`config.mk`:
```
export PLATFORM = sky130hd
export DESIGN_NAME = inst_prefetch_queue
export DESIGN_NICKNAME = d
export VERILOG_FILES = /design/src/rtl/inst_prefetch_queue.sv
export SDC_FILE = /design/constraint.sdc
export NUM_CORES = 1
export LEC_CHECK = 0
export ABC_CLOCK_PERIOD_IN_PS = 6400
export BUFFER_PORTS_ARGS = -buffer_cell sky130_fd_sc_hd__buf_2
export CORE_AREA = 2 2 173 175
export CTS_CLUSTER_SIZE = 14
export DETAILED_ROUTE_END_ITERATION = 8
export DIE_AREA = 0 0 175 177
export HOLD_SLACK_MARGIN = 0.08
export PLACE_DENSITY_LB_ADDON = 0.2
export SETUP_SLACK_MARGIN = 0.15
export SLEW_MARGIN = 5
export SYNTH_ARGS = -nofsm -noshare
export SYNTH_HDL_FRONTEND = slang
export SYNTH_SLANG_ARGS = --single-unit
export TNS_END_PERCENT = 10
```
`constraint.sdc`:
```
create_clock -name clk -period 6.4 [get_ports clk]
set_clock_uncertainty 0.15 [all_clocks]
set_input_delay 0.32 -clock clk [delete_from_list [all_inputs] [get_ports clk]]
set_output_delay 0.32 -clock clk [all_outputs]
set_load 0.02 [all_outputs]
```
`src/rtl/inst_prefetch_queue.sv`:
```
// Instruction prefetch queue: runs sequential 16-bit fetches from RAM2 ahead of
// decode into a small PC-tagged FIFO; a redirect flushes it and restarts fetch.
module inst_prefetch_queue #(
    parameter int          DEPTH    = 4,
    parameter logic [15:0] RESET_PC = 16'h0000
) (
    input  logic                     clk,
    input  logic                     rst,
    input  logic                     set_pc,
    input  logic [15:0]              set_pc_addr,
    output logic                     mem_req,
    output logic [15:0]              mem_addr,
    input  logic                     mem_done,
    input  logic [15:0]              mem_data,
    output logic                     inst_valid,
    output logic [15:0]              inst,
    output logic [15:0]              inst_pc,
    input  logic                     inst_take,
    output logic [$clog2(DEPTH):0]   count
);

    localparam int PW = $clog2(DEPTH);
    localparam int CW = PW + 1;

    localparam logic [1:0] S_IDLE    = 2'd0;
    localparam logic [1:0] S_FETCH   = 2'd1;
    localparam logic [1:0] S_DISCARD = 2'd2;

    logic [1:0]    state_q, state_d;
    logic [15:0]   fpc_q, fpc_d;
    logic [15:0]   hold_addr_q, hold_addr_d;
    logic [PW-1:0] wptr_q, wptr_d;
    logic [PW-1:0] rptr_q, rptr_d;
    logic [CW-1:0] count_q, count_d;
    logic          push;
    logic          pop;

    logic [15:0]   pc_ram   [DEPTH];
    logic [15:0]   inst_ram [DEPTH];

    // A redirect overrides every other event; an open request is kept alive in
    // DISCARD so its late data can be swallowed instead of pushed.
    always_comb begin
        state_d     = state_q;
        fpc_d       = fpc_q;
        hold_addr_d = hold_addr_q;
        wptr_d      = wptr_q;
        rptr_d      = rptr_q;
        count_d     = count_q;
        push        = 1'b0;
        pop         = inst_take && (count_q != '0);

        if (set_pc) begin
            wptr_d  = '0;
            rptr_d  = '0;
            count_d = '0;
            fpc_d   = set_pc_addr;
            case (state_q)
                S_FETCH: begin
                    if (mem_done) begin
                        state_d = S_FETCH;
                    end else begin
                        state_d     = S_DISCARD;
                        hold_addr_d = fpc_q;
                    end
                end
                S_DISCARD: state_d = mem_done ? S_FETCH : S_DISCARD;
                default:   state_d = S_FETCH;
            endcase
        end else begin
            push = (state_q == S_FETCH) && mem_done;
            if (pop) begin
                rptr_d = rptr_q + PW'(1);
            end
            if (push) begin
                wptr_d = wptr_q + PW'(1);
                fpc_d  = fpc_q + 16'd1;
            end
            count_d = count_q + CW'(push) - CW'(pop);
            case (state_q)
                S_IDLE: begin
                    if (count_d < CW'(DEPTH)) state_d = S_FETCH;
                end
                S_FETCH: begin
                    if (mem_done && (count_d == CW'(DEPTH))) state_d = S_IDLE;
                end
                S_DISCARD: begin
                    if (mem_done) state_d = S_FETCH;
                end
                default: state_d = S_IDLE;
            endcase
        end
    end

    always_ff @(posedge clk) begin
        if (!rst) begin
            state_q     <= S_IDLE;
            fpc_q       <= RESET_PC;
            hold_addr_q <= RESET_PC;
            wptr_q      <= '0;
            rptr_q      <= '0;
            count_q     <= '0;
        end else begin
            state_q     <= state_d;
            fpc_q       <= fpc_d;
            hold_addr_q <= hold_addr_d;
            wptr_q      <= wptr_d;
            rptr_q      <= rptr_d;
            count_q     <= count_d;
        end
    end

    // Storage needs no reset: entries are only visible while counted as occupied.
    always_ff @(posedge clk) begin
        if (rst && push) begin
            pc_ram[wptr_q]   <= fpc_q;
            inst_ram[wptr_q] <= mem_data;
        end
    end

    assign mem_req    = (state_q != S_IDLE);
    assign mem_addr   = (state_q == S_DISCARD) ? hold_addr_q : fpc_q;
    assign inst_valid = (count_q != '0);
    assign inst       = inst_valid ? inst_ram[rptr_q] : 16'h0000;
    assign inst_pc    = inst_valid ? pc_ram[rptr_q] : 16'h0000;
    assign count      = count_q;

endmodule

```
==> impl_metrics.csv <==
group,metric,value,unit
route,via_per_inst,4.24,
global_routing,grt_pass1_wl,25800,um
yosys,ys_seq_area_share,65.8,%
final_layout,final_cell_mix,"128 x edfxtp_1, 89 x buf_2, 46 x nand2_1",
yosys,ys_warn_count,0,
global_routing,antenna_found_initial,0,
final_layout,layout-drive-gt1-share,31.1,%
pwr,power.density,287,mW/mm2
route,wl,16600,um
timing,setup_tns,0,ns
pwr,cellLeakagePower,0.00313,uW
yosys,syn_area,0.00715,mm2
cts,post-cts-setup-buffers,0,
pwr,vdd_drop_max,0.000133,V
placement,gp_congestion,0.704,
final_layout,fill_cells,2914,
cts,ctsResizeCount,0,
timing,rsz0062_at_grt,"false",
yosys,synth_cell_types,47,
floorplan,ios,90,
placement,placed_area,0.00800,mm2
timing,drv_slew,0,
global_routing,grt_start_max_net_pins,39,
worst_setup_path,endpoint_kind,"flip-flop",
yosys,syn_inst,467,
worst_setup_path,start_kind,"flip-flop",
route,routedWlPerCell,17.0,um
route,drc,0,
cts,cts_buffers,17,
route,vias,4155,
cts,cts.sinks,171,
floorplan,floorplan.die_area,0.0310,mm2
timing,setup_ws,3.21,ns
final_layout,final_common_cell,"edfxtp_1",
final_layout,syn_to_final_growth,23.7,%
global_routing,track_usage,11.2,%
worst_setup_path,cp.required,6.58,ns
timing,final_hold_viol_count,0,
timing,tightest_slew,0.880,ns
worst_setup_path,critPathKind,"flip-flop to flip-flop",
final_layout,nets,625,
worst_setup_path,crit_fanout,35,
yosys,ys_ff_latch,171,
yosys,syn-num-nets,515,
final_layout,design_area,0.00884,mm2
worst_setup_path,arrival,3.37,ns
timing,period_needed,3.19,ns
min_path,hold_path_class,"input pin to flip-flop",
floorplan,die_h,177,um
cts,clockBufferDepth,2,
worst_setup_path,r2r_setup_slack,3.21,ns
final_layout,n_antenna_cell,0,
cts,clk_latency,0.43,ns
yosys,synthFlopType,"edfxtp_1",
placement,post-dp-hpwl,10700,um
route,first_pass_iters,5,
cts,ctsHoldBuffers,24,
cts,htree_num_levels,4,
yosys,synth-edff-count,128,
placement,port-buffer-count,89,
job,drv_cap,0,
cts,clock-root-buffer,"clkbuf_16",
cts,cts_tree,"yes",
yosys,async_reset_ff_share,0,%
timing,setup_viol,0,
cts,clk_pin_slew_worst_paths,0.07,ns
floorplan,rows,63,
route,drt_iter0_markers,244,
timing,relSlewSlack,41.3,%
global_routing,grt_overflow_total,0,
floorplan,start_util,24.5,%
timing,clock.fmax,313,MHz
outcome,run_status,"finished clean",
placement,pre_cts_slack,3.15,ns
yosys,avgSynthCellArea,15.3,um2
global_routing,grt_pass1_vias,4424,
floorplan,dieWidth,175,um
floorplan,placeableCoreArea,0.0292,mm2
timing,fin_crit_sh,49.9,%
route,ant_nets,0,
-- cells in the mapped netlist (2+ instances only) --
library cell,n,area [um2]
buf_1,3,11.3
nor4_2,2,25.0
nand2_1,46,173
nand4_1,6,37.5
ha_1,10,125
nand3_1,7,35.0
mux4_2,32,721
and2_1,40,250
a21oi_1,7,35.0
dfxtp_1,43,861
a21boi_0,16,120
clkbuf_1,12,45.0
mux2i_1,2,20.0
edfxtp_1,128,3840
o21ai_0,15,75.1
nor3_1,4,20.0
nor2_1,8,30.0
inv_1,11,41.3
buf_4,2,15.0
o211a_1,5,50.1
xor2_1,5,43.8
clkbuf_2,2,10.0
mux2_2,14,158
nand4_4,2,42.5
xnor2_1,10,87.6
nand2b_1,3,18.8
and3_1,4,25.0
buf_2,9,45.0
-- sequential cells by signal (all words and copies together), names as in the netlist, named ones only --
| register | count |
|---|---|
| count | 3 |
| fpc_q | 16 |
| hold_addr_q | 16 |
| inst_ram | 64 |
| pc_ram | 64 |
| rptr_q | 2 |
| state_q | 2 |
| wptr_q | 2 |
-- critical path, cell delays in order, from the launching register on --
cell and delay, ns:
dfxtp_1 0.36, or3_1 0.35, buf_4 0.24, and2_1 0.23
ha_1 0.29, inv_1 0.06, ha_1 0.13, inv_1 0.05
fa_1 0.37, xnor3_1 0.24, nor4b_2 0.23, o32ai_1 0.16
a31o_1 0.24
-- power breakdown --
group | leakage (uW) | internal [uW] | switching [uW] | total, uW
registers | 0.00151 | 1210 | 31.2 | 1240
clock network | 0.000291 | 592 | 461 | 1050
logic | 0.00132 | 99.7 | 144 | 244
total | 0.00313 | 1900 | 636 | 2540
-- through the flow --
| step | power, uW | hold WS, ns | utilization, % | instances |
|---|---|---|---|---|
| 2_1_floorplan | 1420 | 0.269 | - | 467 |
| 3_3_place_gp | 1500 | 0.299 | 27.4 | 924 |
| 3_5_place_dp | 1510 | 0.309 | 27.4 | 924 |
| 4_1_cts | 2580 | 0.0806 | 30.2 | 979 |
| 5_1_grt | 2640 | 0.0880 | 30.2 | 979 |
| 6_report | 2540 | 0.0890 | 30.2 | 979 |
-- layer usage --
layer	track usage, %	up-vias	wire length [um]
met5	0	-	0
met1	15.1	2077	8030
li1	-	1964	-
met2	18.0	103	7790
met4	3.47	0	121
met3	2.62	11	673
-- path summary, 6_finish.rpt --
kind / from / to / cells after the start
max: count[1] / state_q[1] / 12
min: set_pc_addr[5] / fpc_q[5] / 3
max reg2reg: count[1] / state_q[1] / 12
min reg2reg: hold_addr_q[12] / hold_addr_q[12] / 2
-- cells by family (layout without fill, tap and decap cells) --
logic type,Yosys count,after routing,synth area share (%)
flops,171,171,65.8
fa+ha+maj,11,11,2.03
compound gates,51,51,4.86
buf+inv,41,163,2.59
simple gates,129,129,10.0
mux,48,48,12.6
xor+xnor,16,16,2.15
-- final cells by class --
cell class                      instances  area [um2]  area share [%]
Clock inverter                         14         180            2.04
Timing Repair Buffer                  120         738            8.35
Tap cell                              390         488            5.52
Inverter                               12        45.0           0.509
Clock buffer                           17         425            4.81
Sequential cell                       171        4710            53.2
Multi-Input combinational cell        255        2260            25.6
Power figures use the tool's default switching activity.
